## src/rtl/alu_pkg.sv

```systemverilog
// Shared types and constants for the ALU issue controller.
//   alu_op_e      : 3-bit ALU opcode encoding
//   issue_state_e : controller FSM states
//   ALU_DATA_W    : datapath width of the external ALU
package alu_pkg;

    localparam int unsigned ALU_DATA_W = 16;

    typedef enum logic [2:0] {
        OP_SUB     = 3'b000,
        OP_ADD     = 3'b001,
        OP_MUL     = 3'b010,
        OP_DIV3    = 3'b011,
        OP_AND     = 3'b100,
        OP_SHL     = 3'b101,
        OP_SHR     = 3'b110,
        OP_ILLEGAL = 3'b111
    } alu_op_e;

    typedef enum logic [1:0] {
        IDLE = 2'd0,
        EXEC = 2'd1,
        RESP = 2'd2
    } issue_state_e;

endpackage

```

## src/rtl/alu_issue_ctrl_if.sv

```systemverilog
// Request/response channel between the issue stage and the ALU issue controller.
//   req_valid/req_ready : request handshake, carries req_op/req_a/req_b/req_tag
//   rsp_valid/rsp_ready : response handshake, carries rsp_result/rsp_tag and flags
//   master : requester side (issue stage or bench)
//   slave  : controller side
interface alu_issue_ctrl_if #(
    parameter int unsigned DATA_W = 16,
    parameter int unsigned TAG_W  = 4
);
    logic              req_valid;
    logic              req_ready;
    logic [2:0]        req_op;
    logic [DATA_W-1:0] req_a;
    logic [DATA_W-1:0] req_b;
    logic [TAG_W-1:0]  req_tag;

    logic              rsp_valid;
    logic              rsp_ready;
    logic [DATA_W-1:0] rsp_result;
    logic [TAG_W-1:0]  rsp_tag;
    logic              rsp_zero;
    logic              rsp_neg;
    logic              rsp_err;

    modport master (
        output req_valid, req_op, req_a, req_b, req_tag, rsp_ready,
        input  req_ready, rsp_valid, rsp_result, rsp_tag, rsp_zero, rsp_neg, rsp_err
    );

    modport slave (
        input  req_valid, req_op, req_a, req_b, req_tag, rsp_ready,
        output req_ready, rsp_valid, rsp_result, rsp_tag, rsp_zero, rsp_neg, rsp_err
    );
endinterface

```

## src/rtl/sat_counter.sv

```systemverilog
// Saturating up-counter used for performance statistics.
//   clk     : clock, rising edge
//   rst_n   : asynchronous reset, active-low
//   i_inc   : increment request (ignored once the counter is all-ones)
//   o_count : current count
module sat_counter #(
    parameter int unsigned W = 32
) (
    input  logic         clk,
    input  logic         rst_n,
    input  logic         i_inc,
    output logic [W-1:0] o_count
);
    logic [W-1:0] r_count;

    always_ff @(posedge clk or negedge rst_n) begin
        if (!rst_n) begin
            r_count <= '0;
        end else if (i_inc && !(&r_count)) begin
            r_count <= r_count + 1'b1;
        end
    end

    assign o_count = r_count;
endmodule

```

## src/rtl/alu_issue_ctrl.sv

```systemverilog
// Requester-side controller for the external ALU. Accepts a request, drives registered
// operands/opcode to the ALU, waits ALU_LAT cycles, captures the result plus flags and
// returns it on the response channel. Opcode 111 is answered directly with an error.
//   clk, rst_n  : clock (rising edge), asynchronous active-low reset
//   bus         : alu_issue_ctrl_if.slave request/response channel
//   alu_a/alu_b : operands to the ALU
//   alu_ctrl    : opcode to the ALU
//   alu_result  : ALU result
//   perf_ops    : completed responses (only with ALU_ISSUE_PERF_EN)
//   perf_err    : completed ILLEGAL responses (only with ALU_ISSUE_PERF_EN)
// Optional feature macro: ALU_ISSUE_PERF_EN
module alu_issue_ctrl
    import alu_pkg::*;
#(
    parameter int unsigned DATA_W  = ALU_DATA_W,
    parameter int unsigned TAG_W   = 4,
    parameter int unsigned ALU_LAT = 1
) (
    input  logic              clk,
    input  logic              rst_n,
    alu_issue_ctrl_if.slave   bus,
    output logic [DATA_W-1:0] alu_a,
    output logic [DATA_W-1:0] alu_b,
    output logic [2:0]        alu_ctrl,
    input  logic [DATA_W-1:0] alu_result
`ifdef ALU_ISSUE_PERF_EN
    ,
    output logic [31:0]       perf_ops,
    output logic [15:0]       perf_err
`endif
);
    if (ALU_LAT == 0 || ALU_LAT > 15) begin : g_bad_lat
        $error("alu_issue_ctrl: ALU_LAT must be in 1..15");
    end
    if (DATA_W != ALU_DATA_W) begin : g_bad_width
        $error("alu_issue_ctrl: DATA_W must equal ALU_DATA_W");
    end

    issue_state_e      r_state, w_state_nxt;
    logic [3:0]        r_cnt, w_cnt_nxt;
    logic [DATA_W-1:0] r_alu_a, w_alu_a_nxt;
    logic [DATA_W-1:0] r_alu_b, w_alu_b_nxt;
    logic [2:0]        r_alu_ctrl, w_alu_ctrl_nxt;
    logic [TAG_W-1:0]  r_tag, w_tag_nxt;
    logic              r_rsp_valid, w_rsp_valid_nxt;
    logic [DATA_W-1:0] r_rsp_result, w_rsp_result_nxt;
    logic              r_rsp_zero, w_rsp_zero_nxt;
    logic              r_rsp_neg, w_rsp_neg_nxt;
    logic              r_rsp_err, w_rsp_err_nxt;

    logic w_accept;
    logic w_rsp_fire;

    assign w_accept   = bus.req_valid && (r_state == IDLE);
    assign w_rsp_fire = r_rsp_valid && bus.rsp_ready;

    always_comb begin
        w_state_nxt      = r_state;
        w_cnt_nxt        = r_cnt;
        w_alu_a_nxt      = r_alu_a;
        w_alu_b_nxt      = r_alu_b;
        w_alu_ctrl_nxt   = r_alu_ctrl;
        w_tag_nxt        = r_tag;
        w_rsp_valid_nxt  = r_rsp_valid;
        w_rsp_result_nxt = r_rsp_result;
        w_rsp_zero_nxt   = r_rsp_zero;
        w_rsp_neg_nxt    = r_rsp_neg;
        w_rsp_err_nxt    = r_rsp_err;
        unique case (r_state)
            IDLE: begin
                if (w_accept) begin
                    w_tag_nxt = bus.req_tag;
                    if (bus.req_op == OP_ILLEGAL) begin
                        // ALU is left untouched; answer immediately with an error.
                        w_state_nxt      = RESP;
                        w_rsp_valid_nxt  = 1'b1;
                        w_rsp_result_nxt = '0;
                        w_rsp_zero_nxt   = 1'b1;
                        w_rsp_neg_nxt    = 1'b0;
                        w_rsp_err_nxt    = 1'b1;
                    end else begin
                        w_state_nxt    = EXEC;
                        w_alu_a_nxt    = bus.req_a;
                        w_alu_b_nxt    = bus.req_b;
                        w_alu_ctrl_nxt = bus.req_op;
                        w_cnt_nxt      = 4'(ALU_LAT - 1);
                    end
                end
            end
            EXEC: begin
                if (r_cnt == 4'd0) begin
                    w_state_nxt      = RESP;
                    w_rsp_valid_nxt  = 1'b1;
                    w_rsp_result_nxt = alu_result;
                    w_rsp_zero_nxt   = (alu_result == '0);
                    w_rsp_neg_nxt    = alu_result[DATA_W-1];
                    w_rsp_err_nxt    = 1'b0;
                end else begin
                    w_cnt_nxt = r_cnt - 4'd1;
                end
            end
            RESP: begin
                if (w_rsp_fire) begin
                    w_state_nxt     = IDLE;
                    w_rsp_valid_nxt = 1'b0;
                end
            end
            default: w_state_nxt = IDLE;
        endcase
    end

    always_ff @(posedge clk or negedge rst_n) begin
        if (!rst_n) begin
            r_state      <= IDLE;
            r_cnt        <= '0;
            r_alu_a      <= '0;
            r_alu_b      <= '0;
            r_alu_ctrl   <= '0;
            r_tag        <= '0;
            r_rsp_valid  <= 1'b0;
            r_rsp_result <= '0;
            r_rsp_zero   <= 1'b0;
            r_rsp_neg    <= 1'b0;
            r_rsp_err    <= 1'b0;
        end else begin
            r_state      <= w_state_nxt;
            r_cnt        <= w_cnt_nxt;
            r_alu_a      <= w_alu_a_nxt;
            r_alu_b      <= w_alu_b_nxt;
            r_alu_ctrl   <= w_alu_ctrl_nxt;
            r_tag        <= w_tag_nxt;
            r_rsp_valid  <= w_rsp_valid_nxt;
            r_rsp_result <= w_rsp_result_nxt;
            r_rsp_zero   <= w_rsp_zero_nxt;
            r_rsp_neg    <= w_rsp_neg_nxt;
            r_rsp_err    <= w_rsp_err_nxt;
        end
    end

    // req_ready depends on state only, so no combinational path from the handshakes.
    assign bus.req_ready  = (r_state == IDLE);
    assign bus.rsp_valid  = r_rsp_valid;
    assign bus.rsp_result = r_rsp_result;
    assign bus.rsp_tag    = r_tag;
    assign bus.rsp_zero   = r_rsp_zero;
    assign bus.rsp_neg    = r_rsp_neg;
    assign bus.rsp_err    = r_rsp_err;
    assign alu_a          = r_alu_a;
    assign alu_b          = r_alu_b;
    assign alu_ctrl       = r_alu_ctrl;

`ifdef ALU_ISSUE_PERF_EN
    sat_counter #(.W(32)) u_perf_ops (
        .clk     (clk),
        .rst_n   (rst_n),
        .i_inc   (w_rsp_fire),
        .o_count (perf_ops)
    );

    sat_counter #(.W(16)) u_perf_err (
        .clk     (clk),
        .rst_n   (rst_n),
        .i_inc   (w_rsp_fire && r_rsp_err),
        .o_count (perf_err)
    );
`endif
endmodule

```

## src/flat_wrapper.sv

```systemverilog
// flat-port wrapper written by rule: the top's interface ports become plain ports
module alu_issue_ctrl_flat import alu_pkg::*;
#(
    parameter int unsigned DATA_W  = ALU_DATA_W,
    parameter int unsigned TAG_W   = 4,
    parameter int unsigned ALU_LAT = 1
)
  (clk, rst_n, alu_a, alu_b, alu_ctrl, alu_result, bus_req_valid, bus_req_op, bus_req_a, bus_req_b, bus_req_tag, bus_rsp_ready, bus_req_ready, bus_rsp_valid, bus_rsp_result, bus_rsp_tag, bus_rsp_zero, bus_rsp_neg, bus_rsp_err);
  alu_issue_ctrl_if #(.DATA_W(DATA_W), .TAG_W(TAG_W)) bus_i ();
  input  logic clk;
  input  logic rst_n;
  output logic [DATA_W-1:0] alu_a;
  output logic [DATA_W-1:0] alu_b;
  output logic [2:0] alu_ctrl;
  input  logic [DATA_W-1:0] alu_result;
  input wire logic [$bits(bus_i.req_valid)-1:0] bus_req_valid;
  input wire logic [$bits(bus_i.req_op)-1:0] bus_req_op;
  input wire logic [$bits(bus_i.req_a)-1:0] bus_req_a;
  input wire logic [$bits(bus_i.req_b)-1:0] bus_req_b;
  input wire logic [$bits(bus_i.req_tag)-1:0] bus_req_tag;
  input wire logic [$bits(bus_i.rsp_ready)-1:0] bus_rsp_ready;
  output wire logic [$bits(bus_i.req_ready)-1:0] bus_req_ready;
  output wire logic [$bits(bus_i.rsp_valid)-1:0] bus_rsp_valid;
  output wire logic [$bits(bus_i.rsp_result)-1:0] bus_rsp_result;
  output wire logic [$bits(bus_i.rsp_tag)-1:0] bus_rsp_tag;
  output wire logic [$bits(bus_i.rsp_zero)-1:0] bus_rsp_zero;
  output wire logic [$bits(bus_i.rsp_neg)-1:0] bus_rsp_neg;
  output wire logic [$bits(bus_i.rsp_err)-1:0] bus_rsp_err;
  assign bus_i.req_valid = bus_req_valid;
  assign bus_i.req_op = bus_req_op;
  assign bus_i.req_a = bus_req_a;
  assign bus_i.req_b = bus_req_b;
  assign bus_i.req_tag = bus_req_tag;
  assign bus_i.rsp_ready = bus_rsp_ready;
  assign bus_req_ready = bus_i.req_ready;
  assign bus_rsp_valid = bus_i.rsp_valid;
  assign bus_rsp_result = bus_i.rsp_result;
  assign bus_rsp_tag = bus_i.rsp_tag;
  assign bus_rsp_zero = bus_i.rsp_zero;
  assign bus_rsp_neg = bus_i.rsp_neg;
  assign bus_rsp_err = bus_i.rsp_err;
  alu_issue_ctrl #(.DATA_W(DATA_W), .TAG_W(TAG_W), .ALU_LAT(ALU_LAT)) u_core (.clk(clk), .rst_n(rst_n), .bus(bus_i), .alu_a(alu_a), .alu_b(alu_b), .alu_ctrl(alu_ctrl), .alu_result(alu_result));
endmodule
```

## config.mk

```make
export PLATFORM = sky130hd
export DESIGN_NAME = alu_issue_ctrl_flat
export DESIGN_NICKNAME = d
export VERILOG_FILES = /design/src/rtl/alu_pkg.sv /design/src/rtl/alu_issue_ctrl_if.sv /design/src/rtl/sat_counter.sv /design/src/rtl/alu_issue_ctrl.sv /design/src/flat_wrapper.sv
export SDC_FILE = /design/constraint.sdc
export NUM_CORES = 1
export LEC_CHECK = 0
export CAP_MARGIN = 20
export CELL_PAD_IN_SITES_DETAIL_PLACEMENT = 2
export CELL_PAD_IN_SITES_GLOBAL_PLACEMENT = 2
export CORE_MARGIN = 4
export CORE_UTILIZATION = 29
export DETAILED_ROUTE_END_ITERATION = 12
export PLACE_DENSITY = 0.91
export SYNTH_ARGS = -nofsm -noshare
export SYNTH_HDL_FRONTEND = slang
export SYNTH_SLANG_ARGS = --single-unit
```

## constraint.sdc

```tcl
create_clock -name clk -period 3.15 [get_ports clk]
set_clock_uncertainty 0.05 [all_clocks]
set_input_delay 0.4725 -clock clk [delete_from_list [all_inputs] [get_ports clk]]
set_output_delay 0.4725 -clock clk [all_outputs]
set_load 0.02 [all_outputs]
```

==> results of run 1 <==
final timing paths:
path	to	startpoint	slack, ns	cells after the start
min reg2reg	u_core.alu_ctrl[0]	u_core.alu_ctrl[0]	0.44	1
max reg2reg	u_core.alu_b[5]	u_core.r_state[0]	0.92	4
max	u_core.alu_b[5]	bus_req_valid	0.80	5
min	u_core.r_state[1]	rst_n	0.27	2
min in group clk	u_core.alu_ctrl[0]	u_core.alu_ctrl[0]	0.44	1
max in group asynchronous	u_core.bus.rsp_result[12]	rst_n	2.26	2
stage by stage:
step	power (W)	hold slack [ns]
6_report	0.004231	0.2664
5_1_grt	0.004479	0.3351
4_1_cts	0.004309	0.2878
3_5_place_dp	0.003613	0.4312
3_3_place_gp	0.003543	0.4254
2_1_floorplan	0.002597	0.1269
cell type report:
| cell class | count | area, µm² | area share |
|---|---|---|---|
| clock buffer | 13 | 168.9 | 0.04111 |
| clock inverter | 3 | 15.01 | 0.003654 |
| inverter | 5 | 18.77 | 0.004568 |
| multi-input combinational | 93 | 965.9 | 0.2351 |
| sequential | 64 | 1602 | 0.3898 |
| tap | 108 | 135.1 | 0.03289 |
| timing repair buffer | 120 | 1204 | 0.2929 |
logic make-up after synthesis:
family                     share of synthesized area
DFF                                           0.5973
muxes                                         0.2021
AOI/OAI and AO/OA                            0.08633
and+or+nand+nor                              0.06254
buffers and inverters                        0.04246
adders and majority gates                   0.009331
registers in the layout, summed over array words and instances (netlist names), 2 cells and up:
signal / flops
u_core.alu_a: 16
u_core.alu_b: 16
u_core.bus.rsp_result: 16
u_core.bus.rsp_tag: 4
u_core.r_cnt: 4
u_core.alu_ctrl: 3
u_core.r_state: 2
power by group through the flow:
stage          logic (W)  registers (W)  clock network (W)
2_1_floorplan   0.000722        0.00187                  0
3_3_place_gp     0.00211        0.00144                  0
3_5_place_dp     0.00216        0.00146                  0
4_1_cts          0.00217        0.00145           0.000687
5_1_grt          0.00224        0.00151           0.000731
6_report         0.00213        0.00145           0.000654
layout by cell type (no fill, tap or decap), types with 2 or more instances in the layout:
master	Yosys	routed
clkdlybuf4s50_1	0	117
nand2_1	2	2
dfrtp_1	64	64
clkbuf_8	0	12
o22a_1	2	2
o21ai_0	3	3
a22o_1	16	16
mux2i_1	2	2
nor4_1	4	4
o22ai_1	2	2
nand3_1	4	4
clkinv_2	0	3
mux2_4	28	28
inv_1	5	5
nor2_8	2	2
ha_1	2	2
a21oi_1	2	2
mux2_2	9	9
layer usage:
layer  vias up  GRT usage  part of all wire
li1        866          -                 -
met2        68     0.2539              0.53
met1       972     0.1766              0.40
met5         -          0                 0
met3        10    0.04283             0.056
met4         0    0.06648             0.014
==> flow_summary.toml, run 1 <==
[pwr]
ir_worst_vdd_v = 0.0003941
pwr-share-clk = 0.155
swShare = 0.3578
internal_power_w = 0.002717
leakagePower_nw = 1.785
share_seq_of_total_power = 0.342
p_sw_w = 0.001514
power_density_nw_per_um2 = 1030
pwr-share-comb = 0.503

[global_route]
grt_pass1_wl_um = 12760
grt_start_max_net_pins = 65
grt_pass1_vias = 2194
grt_use_total = 0.1499
antenna_found_initial = 0
grt-ovfl-total = 0

[placed_design]
dpl_worst_slack_ns = 0.4323
io_buffers = 118
place_inst = 390
dpl.hpwl_um = 5782
place_congestion = 0.6837
placed_cell_area_um2 = 3925

[floorplanning]
fp-row-count = 34
dieWidth_um = 104.2
dieArea_um2 = 10850
pin_count = 119
start_util = 0.3030
core_region_area_um2 = 8848
die_h_um = 104.2

[worst_setup_path]
start_kind = "primary input"
worstPathRequired_ns = 3.32
critPathMaxFanout = 23
worstPathCellList = "clkdlybuf4s50_1 -> or3b_1 -> nor2_8 -> buf_12 -> mux2_2"
critPathSlowestCell = "or3b_1"
endpoint_kind = "register"
critPathBufInv = 2
worstSetupPathType = "in -> reg"
path_delay_family = "simple AND/OR/NAND/NOR gates"
cp_data_arrival_time_ns = 2.52
slowest_delay_ns = 0.57

[clocking]
post_cts_resized = 0
numCtsBuffers = 9
cts_hold_buf = 0
clk_pin_slew_ns = 0.07
post-cts-setup-buffers = 0
cts_num_sinks = 64
cts_tree = "yes"
cts_buffer_depth = 2
clkLatencyLatePin_ns = 0.34
clock-root-buffer = "clkbuf_8"
h-tree-depth = 3

[synth]
syn-instance-count = 170
synth_most_common_cell = "dfrtp_1"
synthArstFlopShare = 1.000
synth_area_um2 = 2681
synth_edf_count = 0
ys.flop_type = "dfrtp_1"
yosys.area.top_type_share = 0.5973
syn_nets = 231
yosysTopAreaCell = "dfrtp_1"
ys_ff_latch = 64
synth_area_leaders = "dfrtp_1 60%, mux2_4 16%, a22o_1 5.2%"
synthTopCellsByCount = "64 x dfrtp_1, 28 x mux2_4, 16 x a22o_1"
synth_warnings = 0
avgSynthCellArea_um2 = 15.77
ys_types = 35
ys_seq_area_frac = 0.5973

[timing]
rsz0062_at_grt = "false"
timing.final.ws_setup_ns = 0.7993
fmax_mhz = 425.4
hold_viol = 0
timing.slew.headroom = 0.4130
fin_crit_ns = 2.351
slew_violations = 0
worstMarginPinSlew_ns = 0.8804
finalSetupViolCount = 0
fin_crit_sh = 0.7463
tns_ns = 0

[layout]
fillerInstances = 858
nets = 354
antenna_cells = 0
post-route-util = 0.4644
final_area_um2 = 4109
instances_no_fill = 406
drive_gt1_frac = 0.1980
area_growth_pct = 53.24

[route]
route.detailed.drc = 0
dr.pass1.iters = 4
drt_iter0_drc = 22
drt-vias-per-instance = 4.719
antenna_left = 0
wirelength_um = 7788
dr_total_vias = 1916
wl_per_cell_um = 19.18

[run_status]
status = "finished clean"

[hold_path]
hold_class = "in -> async"

[flow_run]
maxCapViolations = 0
(Power assumes the default switching activity.)
==> inputs of run 2 (changes only) <==
- CORE_UTILIZATION: 29 -> 24
- PLACE_DENSITY: 0.91 -> 0.81
- clock period: 3.15 -> 2.1 ns (I/O delays scaled with it)
==> run 2 against run 1 <==
Effect of this change:
- clock power up 44%
- register-to-register slack worse by 0.66 ns
- non-clock buffer count up 4
- clock-buffer cell count down 2
- critical path depth down 3
- utilization down 7.9 points
- largest power group unchanged
==> flow_summary.toml, run 2 (synthesized netlist as in run 1, its figures left out) <==
[run_status]
status = "finished clean"

[pwr]
leakagePower_nw = 1.793
fin_total_pwr_w = 0.006344
ir_worst_vdd_v = 0.0006681
power_density_nw_per_um2 = 1512

[route]
wl_per_cell_um = 17.70
wirelength_um = 7823
route.detailed.drc = 0
drt-vias-per-instance = 4.391
dr.pass1.iters = 3
drt_iter0_drc = 50
antenna_left = 0
dr_total_vias = 1941

[global_route]
grt_start_max_net_pins = 38
grt_use_total = 0.1267
grt-ovfl-total = 0
grt_pass1_wl_um = 12640
antenna_found_initial = 0
grt_pass1_vias = 2272

[worst_setup_path]
critPathMaxFanout = 6
worstSetupPathType = "reg -> out"
reg2reg_from = "u_core.r_cnt[0]"
reg2reg_to = "u_core.bus.rsp_result[14]"
worstPathRequired_ns = 1.74
start_kind = "register"
rrSetupSlack_ns = 0.26
endpoint_kind = "primary output"
cp_data_arrival_time_ns = 1.62
r2r_cells = 5

[layout]
layout_commonest_cell = "clkdlybuf4s50_1"
final_area_um2 = 4197
antenna_cells = 0
fillerInstances = 1126
mostFrequentLayoutCells = "117 x clkdlybuf4s50_1, 64 x dfrtp_1, 28 x mux2_4, 16 x a22o_1, 10 x clkbuf_8"
nets = 358
drive_gt1_frac = 0.2053
area_growth_pct = 56.51

[clocking]
numCtsBuffers = 9
post_cts_resized = 0
clock-root-buffer = "clkbuf_8"
cts_num_sinks = 64
h-tree-depth = 3
cts_buffer_depth = 2
clk_pin_slew_ns = 0.08
clkLatencyLatePin_ns = 0.33
cts_tree = "yes"

[timing]
slew_violations = 0
tns_ns = 0
hold_viol = 0
fin_crit_sh = 0.9438
fmax_mhz = 504.5
worstMarginPinSlew_ns = 0.6833
timing.final.ws_setup_ns = 0.1180
rsz0062_at_grt = "false"
timing.slew.headroom = 0.5445
finalSetupViolCount = 0
fin_crit_ns = 1.982

[floorplanning]
die_h_um = 113.7
start_util = 0.2463
core_region_area_um2 = 10890
pin_count = 119
dieWidth_um = 113.7
fp-row-count = 38
dieArea_um2 = 12930

[hold_path]
min_to = "u_core.alu_ctrl[0]"
min_path_cells = 1
hold_class = "reg -> reg"
hold_start = "u_core.alu_ctrl[0]"

[placed_design]
dpl_worst_slack_ns = -0.05864
placed_cell_area_um2 = 4013
dpl.hpwl_um = 5838
io_buffers = 118
place_congestion = 0.7231

[flow_run]
maxCapViolations = 0
-- run 2: changes by cell type in the layout (fill, tap and decap cells not counted), sizes merged --
cell	before	now
clkinv	3	2
buf	3	6
clkinvlp	0	3
clkbuf	13	11
dlygate4sd3	0	1
-- run 2: how the worst max path moves through the flow --
stage	startpoint	endpoint	slack [ns]	cells after the start
global route	u_core.r_state[1]	bus_req_ready	0.02	2
detailed placement	bus_req_valid	u_core.alu_b[7]	-0.06	5
global placement	bus_req_valid	u_core.alu_b[7]	-0.03	5
finish	u_core.r_state[1]	bus_req_ready	0.12	2
CTS	u_core.r_state[0]	bus_req_ready	0.07	2
floorplan	u_core.r_cnt[0]	u_core.bus.rsp_zero	0.34	7
-- run 2: worst max-delay path, stage by stage (launching register included) --
cell             delay [ns]
dfrtp_1                0.44
nor2_1                 0.18
clkdlybuf4s50_1        0.66
-- run 2: area by class of cell --
cell class,instances,area [µm²],share of cell area
flip-flops and latches,64,1602,0.3816
repair buffers,124,1261,0.3005
multi-input cells,93,965.9,0.2302
well taps,140,175.2,0.04174
clock buffers,11,141.4,0.03369
clock inverters,5,32.53,0.007752
inverters,5,18.77,0.004472
-- run 2: report_power, final --
part           switching [W]  internal [W]
logic                0.00145       0.00179
clock network       0.000486      0.000457
registers           0.000359       0.00181
total                0.00230       0.00405
-- run 2: repair_timing --
action / 4_1_cts / 5_1_grt
hold endpoints to repair: 27 / 0
hold buffers: 1 / 0
setup buffers: 0 / 0
-- run 2: through the flow --
stage / utilization / hold WS (ns) / instances
global placement: 0.3685 / 0.3326 / 425
finish: 0.3854 / 0.4443 / 442
detailed placement: 0.3685 / 0.3442 / 425
floorplan: - / -0.03059 / 170
global route: 0.3854 / 0.4610 / 442
CTS: 0.3854 / 0.4533 / 442
-- run 2: layer usage --
layer,routed length [µm],vias up,track usage
met5,0,-,0
met4,58,0,0.03606
met3,817,6,0.06313
met2,3647,83,0.1995
met1,3299,977,0.1533
li1,-,875,-
==> inputs of run 3 (changes only) <==
- CORE_UTILIZATION: 24 -> 36
- DONT_BUFFER_PORTS: default -> 1
- PLACE_DENSITY: 0.81 -> 0.8
==> run 3 against run 2 <==
Effect of this change:
- sequential share of layout area rose by 15 points
- first-iteration DRC count fell by 48%
- global-route usage rose by 2.3 points
- critical path type is now reg -> reg
- largest cell class unchanged
==> flow_summary.toml, run 3 (synthesized netlist as in run 1, its figures left out) <==
[run_status]
status = "finished clean"

[route]
wirelength_um = 6141
dr.pass1.iters = 3
antenna_left = 0
route.detailed.drc = 0
drt_iter0_drc = 26
dr_total_vias = 1467
wl_per_cell_um = 21.62
drt-vias-per-instance = 5.165

[layout]
nets = 241
area_growth_pct = 11.34
instances_no_fill = 284
layout_commonest_cell = "dfrtp_1"
drive_gt1_frac = 0.3351
antenna_cells = 0
final_area_um2 = 2985
mostFrequentLayoutCells = "64 x dfrtp_1, 28 x mux2_4, 16 x a22o_1, 9 x mux2_2, 9 x clkbuf_8"

[global_route]
grt_pass1_vias = 1814
grt_pass1_wl_um = 9942
grt_start_max_net_pins = 65
antenna_found_initial = 1
grt-ovfl-total = 0
grt_use_total = 0.1493

[clocking]
cts_num_sinks = 64
clock-root-buffer = "clkbuf_8"
post_cts_resized = 0
h-tree-depth = 3
cts_tree = "yes"
cts_buffer_depth = 2
post-cts-setup-buffers = 0
clk_pin_slew_ns = 0.08
cts_hold_buf = 2
numCtsBuffers = 9
clkLatencyLatePin_ns = 0.33

[placed_design]
placed_cell_area_um2 = 2760
dpl.hpwl_um = 4407
io_buffers = 0
place_congestion = 0.7166
dpl_worst_slack_ns = 0.2152
place_inst = 266

[timing]
rsz0062_at_grt = "false"
finalSetupViolCount = 0
slew_violations = 0
hold_ws_ns = 0.05917
timing.final.ws_setup_ns = 0.2297
tns_ns = 0
fmax_mhz = 534.7
timing.slew.headroom = 0.7278
worstMarginPinSlew_ns = 0.4045
fin_crit_ns = 1.870
hold_viol = 0
fin_crit_sh = 0.8906

[flow_run]
maxCapViolations = 0

[floorplanning]
dieArea_um2 = 8892
dieWidth_um = 94.30
fp-row-count = 31
start_util = 0.3697
core_region_area_um2 = 7253
pin_count = 119
die_h_um = 94.30

[pwr]
power_density_nw_per_um2 = 1737
pwr-share-clk = 0.196
leakagePower_nw = 1.350
pwr-share-comb = 0.231
p_sw_w = 0.002089
internal_power_w = 0.003095
share_seq_of_total_power = 0.573
ir_worst_vdd_v = 0.0006577
swShare = 0.4030

[hold_path]
min_path_cells = 1
hold_class = "in -> reg"

[worst_setup_path]
worstPathRequired_ns = 2.26
r2r_cells = 4
cp_data_arrival_time_ns = 2.03
worstSetupPathType = "reg -> reg"
critPathMaxFanout = 35
endpoint_kind = "register"
start_kind = "register"
-- run 3: area by class of cell --
cell class	instances	area, µm²
Inverter	5	18.77
Tap cell	99	123.9
Timing Repair Buffer	7	87.58
Clock buffer	10	127.6
Multi-Input combinational cell	93	965.9
Fill cell	718	4268
Sequential cell	64	1602
Clock inverter	6	60.06
-- run 3: per-stage QoR --
stage	util	total power (W)
4_1_cts	0.4116	0.005285
5_1_grt	0.4116	0.005504
3_3_place_gp	0.3805	0.004106
2_1_floorplan	-	0.003895
3_5_place_dp	0.3805	0.004196
6_report	0.4116	0.005184
-- run 3: power groups by stage --
stage / clock network [W] / logic (W) / registers, W
final: 0.00101 / 0.00120 / 0.00297
after global routing: 0.00113 / 0.00131 / 0.00306
after CTS: 0.00106 / 0.00123 / 0.00300
after detailed placement: 0 / 0.00120 / 0.00300
after global placement: 0 / 0.00112 / 0.00299
after floorplan: 0 / 0.00108 / 0.00281
-- run 3: worst paths after layout --
kind                       slack (ns)                        end               from
min reg2reg                      0.47            u_core.r_cnt[3]    u_core.r_cnt[3]
max reg2reg                      0.23            u_core.alu_b[5]  u_core.r_state[0]
min in group asynchronous        0.48  u_core.bus.rsp_result[12]              rst_n
min                              0.06  u_core.bus.rsp_result[11]     alu_result[11]
max                              0.23            u_core.alu_b[5]  u_core.r_state[0]
max in group asynchronous        1.24      u_core.bus.rsp_tag[2]              rst_n
-- run 3: layer usage --
metal,GRT usage,share of wire,up-vias
met5,0,0.0021,-
met1,0.1752,0.39,765
met4,0.06859,0.012,2
li1,-,-,640
met2,0.2405,0.53,53
met3,0.05849,0.071,7
-- run 3: worst max-delay path, cell delays in order (launching register included) --
cell	delay (ns)
dfrtp_1	0.42
or3b_1	0.49
nor2_8	0.15
buf_12	0.25
mux2_2	0.37
